$ cat src/rtl/conv_rd_ctrl.sv
// conv_rd_ctrl: read-side stage for the convolution unit. Streams one
// image/filter block per start address from memory through a credit-limited
// return FIFO, tracks the pixel row/column being delivered and flags job end.
module conv_rd_ctrl #(
  parameter int unsigned word_len     = 32,
  parameter int unsigned channel_size = 64,
  parameter int unsigned img_dim      = 64,
  parameter int unsigned fifo_depth   = 4,
  parameter int unsigned addr_step    = 1
) (
  input  logic                clk,
  input  logic                rst_n,
  input  logic                conv_start,
  input  logic                CcCrb_initAddrEn,
  input  logic [27:0]         CcCrb_initAddr,
  output logic                mem_rdReq,
  output logic [27:0]         mem_rdAddr,
  input  logic                mem_rdGnt,
  input  logic                mem_rdValid,
  input  logic [word_len-1:0] mem_rdData,
  output logic                pix_valid,
  output logic [word_len-1:0] pix_data,
  input  logic                pix_ready,
  output logic                CrbCc_imgEnd,
  output logic [27:0]         CrbCc_imgEndAddr,
  output logic [5:0]          ptr,
  output logic [5:0]          ptc,
  output logic                pt_en
);

  localparam int unsigned N     = img_dim * img_dim * channel_size;
  localparam int unsigned CNT_W = $clog2(N + 1);
  localparam int unsigned OUT_W = $clog2(fifo_depth + 1);
  localparam int unsigned PTR_W = (fifo_depth > 1) ? $clog2(fifo_depth) : 1;
  localparam int unsigned CH_W  = (channel_size > 1) ? $clog2(channel_size) : 1;

  typedef enum logic [1:0] {IDLE, ISSUE, DRAIN, DONE} state_t;

  state_t              state, state_nxt;
  logic [27:0]         base;
  logic [CNT_W-1:0]    issued, consumed;
  logic [OUT_W-1:0]    outstanding, out_nxt, stale, occupancy;
  logic [OUT_W:0]      in_flight;
  logic [PTR_W-1:0]    wr_ptr, rd_ptr;
  logic [word_len-1:0] fifo_mem [fifo_depth];
  logic [CH_W-1:0]     chan;
  logic [5:0]          row, col;
  logic                start, credit_ok, gnt_fire, ret_fire, push, pop;
  logic                last_issue, last_pop;

  function automatic logic [PTR_W-1:0] ptr_inc(input logic [PTR_W-1:0] p);
    return (p == PTR_W'(fifo_depth - 1)) ? '0 : p + 1'b1;
  endfunction

  // Handshake decode; returns are discarded while stale (pre-abort) reads drain.
  always_comb begin
    start        = (state == IDLE) && CcCrb_initAddrEn && conv_start;
    in_flight    = {1'b0, outstanding} + {1'b0, occupancy};
    credit_ok    = in_flight < (OUT_W + 1)'(fifo_depth);
    mem_rdReq    = conv_start && (state == ISSUE) && (stale == '0) && credit_ok;
    mem_rdAddr   = base + 28'(issued * addr_step);
    gnt_fire     = mem_rdReq && mem_rdGnt;
    ret_fire     = mem_rdValid && (outstanding != '0);
    push         = ret_fire && conv_start && (stale == '0);
    pix_valid    = (occupancy != '0);
    pix_data     = fifo_mem[rd_ptr];
    pop          = pix_valid && pix_ready && conv_start;
    last_issue   = gnt_fire && (issued == CNT_W'(N - 1));
    last_pop     = pop && (consumed == CNT_W'(N - 1));
    CrbCc_imgEnd = (state == DONE);
    out_nxt      = outstanding + OUT_W'(gnt_fire) - OUT_W'(ret_fire);
  end

  // State register.
  always_ff @(posedge clk or negedge rst_n) begin
    if (!rst_n) state <= IDLE;
    else        state <= state_nxt;
  end

  // Next-state logic; DONE is entered on the edge of the final pop so the
  // end pulse lands exactly one cycle after it.
  always_comb begin
    state_nxt = state;
    if (!conv_start) begin
      state_nxt = IDLE;
    end else begin
      unique case (state)
        IDLE:  if (CcCrb_initAddrEn) state_nxt = ISSUE;
        ISSUE: if (last_issue)       state_nxt = DRAIN;
        DRAIN: if (last_pop)         state_nxt = DONE;
        DONE:                        state_nxt = IDLE;
        default:                     state_nxt = IDLE;
      endcase
    end
  end

  // Job bookkeeping: base address, issue/consume counters, end address.
  always_ff @(posedge clk or negedge rst_n) begin
    if (!rst_n) begin
      base             <= '0;
      issued           <= '0;
      consumed         <= '0;
      CrbCc_imgEndAddr <= '0;
    end else if (!conv_start) begin
      issued   <= '0;
      consumed <= '0;
    end else begin
      if (start) begin
        base     <= CcCrb_initAddr;
        issued   <= '0;
        consumed <= '0;
      end
      if (gnt_fire) issued <= issued + 1'b1;
      if (last_issue) CrbCc_imgEndAddr <= mem_rdAddr;
      if (pop) consumed <= consumed + 1'b1;
    end
  end

  // Outstanding-read count and the number of those that belong to an aborted job.
  always_ff @(posedge clk or negedge rst_n) begin
    if (!rst_n) begin
      outstanding <= '0;
      stale       <= '0;
    end else begin
      outstanding <= out_nxt;
      if (!conv_start)                 stale <= out_nxt;
      else if (ret_fire && stale != '0) stale <= stale - 1'b1;
    end
  end

  // Return-data FIFO; flushed whenever the job is dropped.
  always_ff @(posedge clk or negedge rst_n) begin
    if (!rst_n) begin
      wr_ptr    <= '0;
      rd_ptr    <= '0;
      occupancy <= '0;
      for (int unsigned i = 0; i < fifo_depth; i++) fifo_mem[PTR_W'(i)] <= '0;
    end else if (!conv_start) begin
      wr_ptr    <= '0;
      rd_ptr    <= '0;
      occupancy <= '0;
    end else begin
      if (push) begin
        fifo_mem[wr_ptr] <= mem_rdData;
        wr_ptr           <= ptr_inc(wr_ptr);
      end
      if (pop) rd_ptr <= ptr_inc(rd_ptr);
      if (push && !pop)      occupancy <= occupancy + 1'b1;
      else if (pop && !push) occupancy <= occupancy - 1'b1;
    end
  end

  // Pixel tracking: publish row/column on the first channel word of each pixel.
  always_ff @(posedge clk or negedge rst_n) begin
    if (!rst_n) begin
      chan  <= '0;
      row   <= '0;
      col   <= '0;
      ptr   <= '0;
      ptc   <= '0;
      pt_en <= 1'b0;
    end else begin
      pt_en <= 1'b0;
      if (!conv_start) begin
        chan <= '0;
        row  <= '0;
        col  <= '0;
        ptr  <= '0;
        ptc  <= '0;
      end else if (start) begin
        chan <= '0;
        row  <= '0;
        col  <= '0;
      end else if (pop) begin
        if (chan == '0) begin
          ptr   <= row;
          ptc   <= col;
          pt_en <= 1'b1;
        end
        if (chan == CH_W'(channel_size - 1)) begin
          chan <= '0;
          if (col == 6'(img_dim - 1)) begin
            col <= '0;
            row <= (row == 6'(img_dim - 1)) ? '0 : row + 1'b1;
          end else begin
            col <= col + 1'b1;
          end
        end else begin
          chan <= chan + 1'b1;
        end
      end
    end
  end

  a_no_fifo_overflow: assert property (@(posedge clk) disable iff (!rst_n)
    !(push && occupancy == OUT_W'(fifo_depth)));

endmodule

$ cat config.mk
export PLATFORM = sky130hd
export DESIGN_NAME = conv_rd_ctrl
export DESIGN_NICKNAME = d
export VERILOG_FILES = /design/src/rtl/conv_rd_ctrl.sv
export SDC_FILE = /design/constraint.sdc
export NUM_CORES = 1
export LEC_CHECK = 0
export BUFFER_PORTS_ARGS = -buffer_cell sky130_fd_sc_hd__buf_2
export CORE_MARGIN = 8
export CORE_UTILIZATION = 35
export CTS_BUF_LIST = sky130_fd_sc_hd__clkbuf_8
export DETAILED_ROUTE_END_ITERATION = 6
export GPL_TIMING_DRIVEN = 0
export HOLD_SLACK_MARGIN = 0.1
export MAX_ROUTING_LAYER = met4
export PLACE_DENSITY_LB_ADDON = 0.08
export SLEW_MARGIN = 20
export SYNTH_ARGS = -nofsm -noshare
export SYNTH_HDL_FRONTEND = slang
export SYNTH_SLANG_ARGS = --single-unit
$ cat constraint.sdc
create_clock -name clk -period 3.4 [get_ports clk]
set_input_delay 0.17 -clock clk [delete_from_list [all_inputs] [get_ports clk]]
set_output_delay 0.17 -clock clk [all_outputs]
set_load 0.1 [all_outputs]
Word level (Yosys, flattened, before mapping)

Index checks and enable logic that the tools add are counted.

Register bits after elaboration: 268
Input port bits: 67
Output and inout bits: 104
Word-level logic and storage cells: 149

Add/sub/neg operators: 14
Magnitude comparators: 4
Equality and inequality tests: 23
Multiplexer cells: 54
Bitwise gates (word level): 2
Reductions and logical operators: 32

Operators by type and width:

| operator                                                 | number |
|---|---|
| 2-to-1 mux 6 bit                                         | 23 |
| bitwise mux 128 bit                                      | 1 |
| 2-to-1 mux 32 bit                                        | 3 |
| 2-to-1 mux 19 bit                                        | 5 |
| binary-select mux 32 bit (select 2 bit)                  | 1 |
| demux 32 bit (select 2 bit)                              | 1 |
| adder 19 x 1 -> 19 bit, second input constant            | 2 |
| == test 19 x 18 -> 1 bit, second input constant          | 2 |
| adder 28 x 19 -> 28 bit                                  | 1 |
| 2-to-1 mux 2 bit                                         | 10 |
| adder 6 x 1 -> 6 bit, second input constant              | 3 |
| == test 6 bit, second input constant                     | 3 |
| logical AND 1 bit                                        | 17 |
| 2-to-1 mux 3 bit                                         | 5 |
| inequality test 3 x 1 -> 1 bit, second input constant    | 5 |
| inequality test 3 bit, second input constant             | 3 |
| AND reduction 3 bit                                      | 3 |
| nonzero test 3 bit                                       | 3 |
| == test 2 bit, second input constant                     | 4 |
| inequality test 2 x 1 -> 1 bit, second input constant    | 4 |
| one-hot mux 2 bit (4 select lines)                       | 1 |
| AND reduction 2 bit                                      | 4 |
| greater-or-equal comparator 3 bit, second input constant | 2 |
| logical NOT 6 bit                                        | 1 |
| 15 further kinds                                         | 22 |

Depth between registers and ports, before layout

Gate-level depths: netlist (run 1).

Word-level depth: 9
Mapped depth: 17
Gate-level depth less buffers: 14

Worst setup path before layout (run 1)

Ideal clock, no wire load.

Kind: register to register
Start point: reg stale[0]
End point: reg issued[6]
Setup time: 0.133 ns
Data arrival time: 4.066 ns
Data required time: 3.267 ns
Setup slack: -0.799 ns
Stages on the path, launching flop included: 10
Buffers on the path: 1
Clock period less this slack: 4.199 ns
Cell sequence: dfrtp_1 inv_1 ha_1 nor2b_2 nand4_1 nor3_1 a21oi_1 clkbuf_1 o21ai_0 o31ai_1

Word-level cells in the longest chain between the ends: 6
Elaborated cells on any way between the ends: 7
Classes of those cells: eq/ne (1); mux (2); reduce/logical (4)

Ends and longest elaborated chain:

| item                              | RTL line | source |
|---|---|---|
| start: declaration                | 42       | `logic [OUT_W-1:0] outstanding, out_nxt, stale, occupancy;` |
| start signal: assignment          | 126      | `if (!conv_start) stale <= out_nxt;` |
| start signal: assignment          | 127      | `else if (ret_fire && stale != '0) stale <= stale - 1'b1;` |
| logical NOT 3 bit *               | 60       | `mem_rdReq = conv_start && (state == ISSUE) && (stale == '0) && credit_ok;` |
| logical AND 1 bit * (2 in series) | 60       |  |
| via mem_rdReq                     | 16       | `output logic mem_rdReq,` |
| logical AND 1 bit *               | 62       | `gnt_fire = mem_rdReq && mem_rdGnt;` |
| 2-to-1 mux 19 bit                 | 113      | `if (gnt_fire) issued <= issued + 1'b1;` |
| 2-to-1 mux 19 bit                 | 104      | `end else if (!conv_start) begin` |
| end signal: assignment            | 113      |  |
| end: declaration                  | 41       | `logic [CNT_W-1:0] issued, consumed;` |

Mark *: on every way through the listed nets, which the timed path passes. The rest lies on a longest branch.
A chain may end at the register's enable or synchronous reset.

Final worst setup path (run 1)

Start point: reg base[0]
End point: out mem_rdAddr[24]

Word-level cells in the longest chain between the ends: 1

Ends and longest elaborated chain:

| item                     | RTL line | source |
|---|---|---|
| start: declaration       | 40       | `logic [27:0] base;` |
| start signal: assignment | 109      | `base <= CcCrb_initAddr;` |
| adder 28 x 19 -> 28 bit  | 61       | `mem_rdAddr = base + 28'(issued * addr_step);` |
| end: declaration         | 17       | `output logic [27:0] mem_rdAddr,` |

No other way between the ends.

==> metrics.md, run 1 <==
| Metric | Value |
|---|---|
| Net Sw Frac | `0.472` |
| Relative slew slack | `0.477` |
| Final wirelength | `33.5 mm` |
| Core Rows | `71` |
| Max Slew Vio Count | `0` |
| Syn nets | `1197` |
| Startpoint Class | `flip-flop` |
| Vias per std cell | `5.02` |
| Area share of the largest cell type after synthesis | `0.510` |
| Post-synthesis sequential area ratio | `0.510` |
| I/O pin total | `approximately 170` |
| Period minus WS final | `3.28 ns` |
| Synth area leader | `dfrtp_1` |
| CTS Buf Count | `50` |
| Ys async rst share | `1.00` |
| Final hold violation count | `0` |
| Routed vias | `9491` |
| Mapped cell area | `0.0131 sq mm` |
| Distinct cells, synth | `53` |
| Final setup viols | `0` |
| Largest net degree at the start of global routing | `94` |
| Final period utilization | `0.964` |
| CP max FO | `3` |
| 1st-iter DRT viols | `400` |
| Dpl ws | `-0.462 ns` |
| CTS tree | `yes` |
| ANT nets after route | `0` |
| Area delta synth->final | `29.1%` |
| Worst Slack Setup Final | `approximately 0.12 ns` |
| First drt pass iteration count | `4` |
| Pwr/cell area | `841 mW/mm^2` |
| Area contributors post-synth | `dfrtp_1, mux2_2, mux4_2` |
| GPL Wtd Cong | `0.760` |
| Leakage power | `around 8 nW` |
| First-pass GRT wire length | `54.1 mm` |
| Grt total ovfl | `0` |
| Post-route insts no fill | `between 1500 and 2000` |
| Clk_skew | `approximately 0.027 ns` |
| Deepest clock path buffer count | `3` |
| Input/output buffers | `169` |
| RSZ-0062 raised after global routing | `true` |
| Post-synth EDFFs | `0` |
| Crit Path Class | `flip-flop to output pin` |
| Worst Path Arrival | `3.11 ns` |
| Max-cap violations | `0` |
| Setup crit end kind | `output pin` |
| Die H | `around 210 microns` |
| Synth warn | `0` |
| Core ar. | `0.0373 sq mm` |
| Final instance area | `approximately 0.017 sq mm` |
| Most frequent cells after synthesis | `dfrtp_1, mux2_2, nand2_1, o21ai_0, nor2_1` |
| Peak VDD IR | `763 uV` |
| Placement-stage cell area | `~0.015 sq mm` |
| Yosys reg bits | `268` |
| Avg WL per Cell | `17.7 microns` |
| Initial Util | `0.352` |
| Vias in the first global route | `9845` |
| Clk pin slew, worst setup/hold paths | `around 0.06 ns` |
| Min-Delay Path Class | `primary input to asynchronous set/reset pin` |
| Combinational power share | `0.482` |
| Highest clock rate | `305 MHz` |
| DIE AREA | `0.0440 sq mm` |
| Status | `complete, no violations` |
| Sequential power share | `0.295` |
| Tightest Pin Transition | `0.784 ns` |
| Initial antenna violation count | `4` |
| Count leader, synth | `dfrtp_1` |
| Drt drc | `0` |
| # clock sinks | `268` |
| Clock power frac | `0.223` |
| Detailed placer's ending HPWL | `about 23 mm` |
| Die width | `210 microns` |
| Clock Latency Late Sink | `0.62 ns` |
| Synthesized area per cell | `12.1 sq um` |
| Placed insts | `~1700` |
| Final nets | `1486` |
| Gr usage total | `0.156` |
| CP Data Required Time | `3.23 ns` |
| Synth Instances | `1087` |
| Pint | `about 7.5 mW` |
| Share of post-route cells with drive strength above 1 | `0.375` |
| Setup TNS | `0 ns` |
| Sw Pwr | `6.73 mW` |
| Root Buffer | `clkbuf_8` |
| H-tree levels | `2` |
| Ys flop type | `dfrtp_1` |
## final cells by class
cell class / instances / area [sq um]
repair buffers: 243 / 1790
multi-input cells: 748 / 6560
inverters: 20 / 75.1
fillers: 3505 / 20300
well taps: 474 / 593
clock buffers: 58 / 798
diodes: 4 / 10.0
clock inverters: 31 / 229
flip-flops and latches: 268 / 6710
plain buffers: 45 / 205
## critical path: stages, from the launching register on
cell and delay, ns:
dfrtp_1 0.38, ha_2 0.20, fa_2 0.37, a21o_1 0.21, a311oi_2 0.29, nor2_2 0.10
o311a_4 0.37, o21ai_4 0.19, xnor2_2 0.16, buf_8 0.24
## cells by family (layout without fill, tap and decap cells)
family | after synthesis | after routing | synth area share
fa+ha+maj | 43 | 43 | 0.0427
simple gates | 258 | 258 | 0.0974
xor+xnor | 38 | 38 | 0.0253
compound gates | 181 | 181 | 0.0819
mux | 228 | 228 | 0.222
flops | 268 | 268 | 0.510
other cells | 0 | 4 | 0
buf+inv | 71 | 397 | 0.0208
## metrics by stage
| stage | utilization | total power, mW | hold WS [ns] |
|---|---|---|---|
| 2_1_floorplan | - | 9.52 | -0.126 |
| 3_3_place_gp | 0.395 | 10.7 | 0.405 |
| 3_5_place_dp | 0.396 | 10.7 | 0.244 |
| 4_1_cts | 0.448 | 14.3 | 0.142 |
| 5_1_grt | 0.455 | 15.0 | 0.183 |
| 6_report | 0.455 | 14.3 | 0.159 |
## layout by cell type (no fill, tap or decap), drive strengths merged, types with 3 or more instances in the layout
master | Yosys | final
and4 | 7 | 7
bufinv | 0 | 3
nor2 | 60 | 60
mux2i | 14 | 14
dfrtp | 268 | 268
or3 | 5 | 5
nor2b | 14 | 14
and2 | 6 | 6
nand4 | 20 | 20
nand3 | 24 | 24
o31ai | 14 | 14
a21oi | 36 | 36
o21a | 8 | 8
xor2 | 20 | 20
dlygate4sd3 | 0 | 64
a31oi | 8 | 8
diode | 0 | 4
buf | 18 | 194
and3 | 18 | 18
mux4 | 32 | 32
ha | 40 | 40
nand2 | 73 | 73
clkbuf | 33 | 86
xnor2 | 18 | 18
clkinv | 0 | 9
fa | 3 | 3
o211ai | 5 | 5
nor3 | 15 | 15
a21o | 11 | 11
inv | 20 | 38
o21ai | 80 | 80
nand2b | 9 | 9
a21boi | 3 | 3
mux2 | 182 | 182
## repair_timing
item	CTS	global route
setup endpoints to repair	41	38
endpoints found under the hold margin	249	0
pin swaps	8	12
setup buffers	5	3
hold buffers	64	0
resized for setup	64	55
## state kept, by name (all words and copies together) (netlist names), 19 cells and up
register / flops
fifo_mem: 128
consumed: 19
issued: 19
base: 28
CrbCc_imgEndAddr: 28
## layer usage
layer / track usage / vias to the layer above / wire [microns]
li1: - / 4540 / -
met1: 0.201 / 4728 / 15500
met2: 0.240 / 165 / 15500
met3: 0.0382 / 58 / 1640
met4: 0.0552 / 0 / 847
met5: - / - / 0
## final timing paths
path / cells past startpoint / from / end / slack (ns)
worst max-delay path: 9 / base[0] / mem_rdAddr[24] / 0.12
worst min-delay path: 2 / rst_n / base[6] / 0.16
max in group asynchronous: 3 / rst_n / fifo_mem[20] / 2.27
worst min register to register: 1 / CrbCc_imgEndAddr[6] / CrbCc_imgEndAddr[6] / 0.48
worst max register to register: 7 / outstanding[1] / CrbCc_imgEndAddr[20] / 0.14
min in group clk: 3 / conv_start / stale[0] / 0.19
## power by group through the flow
| stage | clock network (mW) | registers (mW) | logic (mW) |
|---|---|---|---|
| after floorplan | 0 | 4.16 | 5.36 |
| after global placement | 0 | 4.23 | 6.44 |
| after detailed placement | 0 | 4.24 | 6.48 |
| after CTS | 3.32 | 4.19 | 6.76 |
| after global routing | 3.48 | 4.30 | 7.24 |
| final | 3.18 | 4.21 | 6.87 |
Power figures use the tool's default switching activity.
==> run 2, diff against run 1 <==
Settings changed: CTS_BUF_LIST sky130_fd_sc_hd__clkbuf_8 to sky130_fd_sc_hd__clkbuf_4.
==> run 2 against run 1 <==
  * The flow now finishes with violations (setup timing)
  * Routed wire length rose by 1.1%
  * Setup slack got worse by 0.12 ns
  * Sequential power barely moved
  * Sequential cell count did not move
  * Design area rose by 1.6%
  * First-iteration DRC count fell by 8.3%
  * Power rose by 0.90%
  * Worst hold slack improved by 0.057 ns
  * Clock power barely moved
  * Global-route usage rose by 0.42 points
  * Count of clock-buffer cells in the layout rose by 59
  * Via count rose by 2.8%
  * Largest cell class unchanged
  * Highest routed layer unchanged
==> metrics.md, run 2 (synthesis gave the netlist of run 1 again) <==
| Metric | Value |
|---|---|
| Core Rows | `71 (unchanged)` |
| Placed insts | `1732 (unchanged)` |
| Clk pin slew, worst setup/hold paths | `0.07 ns (about the same)` |
| Avg WL per Cell | `17.4 microns (-2.0%)` |
| Setup crit end kind | `output pin` |
| Status | `finished with violations` |
| 1st-iter DRT viols | `367 (-8.3%)` |
| Hold WS | `0.216 ns (+0.0568 ns)` |
| Startpoint Class | `flip-flop` |
| Crit Path Class | `flip-flop to output pin` |
| Vias in the first global route | `10300 (+4.8%)` |
| Grt total ovfl | `0 (unchanged)` |
| Largest Register | `fifo_mem` |
| First drt pass iteration count | `5 (+1)` |
| Final wirelength | `33.9 mm (+1.1%)` |
| Min-Delay Path Class | `primary input to flip-flop` |
| GPL Wtd Cong | `0.760 (unchanged)` |
| Input/output buffers | `169 (unchanged)` |
| Worst Slack Setup Final | `-0.00227 ns (-0.125 ns)` |
| Gr usage total | `0.161 (+0.00424)` |
| DIE AREA | `0.0440 sq mm (unchanged)` |
| Filler instances | `3499 (-0.17%)` |
| Highest clock rate | `294 MHz (-3.7%)` |
| Core ar. | `0.0373 sq mm (unchanged)` |
| CP Data Required Time | `3.23 ns (about the same)` |
| Leakage power | `8.27 nW (+1.0%)` |
| First-pass GRT wire length | `55.5 mm (+2.6%)` |
| Detailed placer's ending HPWL | `23.0 mm (unchanged)` |
| Failing checks | `setup timing` |
| CTS tree | `yes` |
| CP max FO | `3 (unchanged)` |
| Max Slew Vio Count | `0 (unchanged)` |
| Tightest Pin Transition | `0.780 ns (-0.00467 ns)` |
| Die H | `210 microns (unchanged)` |
| Largest net degree at the start of global routing | `94 (unchanged)` |
| Initial antenna violation count | `4 (unchanged)` |
| Final period utilization | `1.00 (+0.0368)` |
| # clock sinks | `268 (unchanged)` |
| CTS Buf Count | `78 (+56%)` |
| Max reg flops | `128 (unchanged)` |
| Initial Util | `0.352 (unchanged)` |
| Leading registers by flop count | `fifo_mem: 128 flops, CrbCc_imgEndAddr: 28 flops, base: 28 flops` |
| Routed vias | `9754 (+2.8%)` |
| Peak VDD IR | `748 uV (-1.9%)` |
| Period minus WS final | `3.40 ns (+0.125 ns)` |
| Pwr/cell area | `835 mW/mm^2 (-0.66%)` |
| H-tree levels | `3 (+1)` |
| Clk_skew | `0.0585 ns (+0.0319 ns)` |
| Commonest non-fill, non-tap cell in the layout | `dfrtp_1` |
| Die width | `210 microns (unchanged)` |
| Share of post-route cells with drive strength above 1 | `0.404 (+0.0288)` |
| Worst Path Arrival | `3.23 ns (+0.12 ns)` |
| Area delta synth->final | `31.2%` |
| Final nets | `1525 (+2.6%)` |
| Vias per std cell | `5.00 (-0.39%)` |
| Final setup viols | `1 (+1)` |
| Final hold violation count | `0 (unchanged)` |
| Root Buffer | `clkbuf_4` |
| Relative slew slack | `0.480 (+0.00311)` |
| Dpl ws | `-0.462 ns (unchanged)` |
| Drt drc | `0 (unchanged)` |
| Commonest non-fill, non-tap cells in the layout | `dfrtp_1, mux2_2, buf_2` |
| Post-route insts no fill | `1951 (+3.2%)` |
| RSZ-0062 raised after global routing | `true` |
| Clock Latency Late Sink | `0.75 ns (+0.13 ns)` |
| Deepest clock path buffer count | `3 (unchanged)` |
| I/O pin total | `171 (unchanged)` |
| ANT nets after route | `0 (unchanged)` |
| Max-cap violations | `0 (unchanged)` |
[run 2: cell count changes in the layout (fill, tap and decap cells not counted), sizes merged]
| cell | previous run | this run |
|---|---|---|
| clkbuf | 86 | 143 |
| inv | 38 | 21 |
| dlygate4sd3 | 64 | 73 |
| clkinv | 9 | 16 |
| buf | 194 | 198 |
[run 2: timing repair]
action | in CTS | in global routing
buffers inserted | 7 | 2
hold buffers | 74 | 0
pin swaps | 16 | 10
endpoints found under the setup margin | 53 | 25
gates resized for setup | 111 | 36
hold endpoints to repair | 458 | 0
[run 2: path summary, 6_finish.rpt]
path	from	to	slack, ns	depth (start not counted)
min	CcCrb_initAddr[8]	base[8]	0.22	3
max reg2reg	outstanding[1]	stale[2]	0.14	14
min in group asynchronous	rst_n	base[8]	0.65	4
max	issued[0]	mem_rdAddr[20]	-0.002	9
min reg2reg	CrbCc_imgEndAddr[6]	CrbCc_imgEndAddr[6]	0.48	1
max in group asynchronous	rst_n	fifo_mem[21]	2.30	4
[run 2: critical path: stages (launching register included)]
cell and delay, ns:
dfrtp_1 0.39, ha_2 0.19, fa_2 0.36, a21o_1 0.21, a311oi_2 0.30, nor2_2 0.12, o311a_4 0.37, o21ai_4 0.16
xnor2_2 0.16, buf_8 0.24
[run 2: layer usage]
metal  routed length, microns  GRT usage  vias to the layer above
met5                        0          -                        -
met4                      610     0.0552                        0
met3                     1790     0.0461                       54
met2                    15900      0.247                      182
met1                    15600      0.202                     4838
li1                         -          -                     4680
[run 2: where the power goes]
group	internal, mW	switching (mW)	leakage (nW)
registers	3.77	0.434	3.59
logic	2.04	4.94	4.07
clock network	1.80	1.41	0.613
[run 2: cell type report]
cell class / count / area (sq um) / share of cell area
antenna: 4 / 10.0 / 0.000581
buffer: 45 / 205 / 0.0119
clock buffer: 117 / 878 / 0.0510
clock inverter: 21 / 166 / 0.00966
inverter: 20 / 75.1 / 0.00436
multi-input combinational: 748 / 6660 / 0.387
sequential: 268 / 6720 / 0.390
tap: 474 / 593 / 0.0344
timing repair buffer: 254 / 1930 / 0.112
[run 2: through the flow]
step	cell area [sq um]	utilization	TNS, ns	power, mW
after floorplan	13300	-	-0.229	9.52
after global placement	14700	0.395	-832.23	10.7
after detailed placement	14800	0.396	-1.15	10.7
after CTS	17100	0.458	-0.484	14.5
after global routing	17200	0.462	-1.03	15.2
final	17200	0.462	-0.00227	14.4
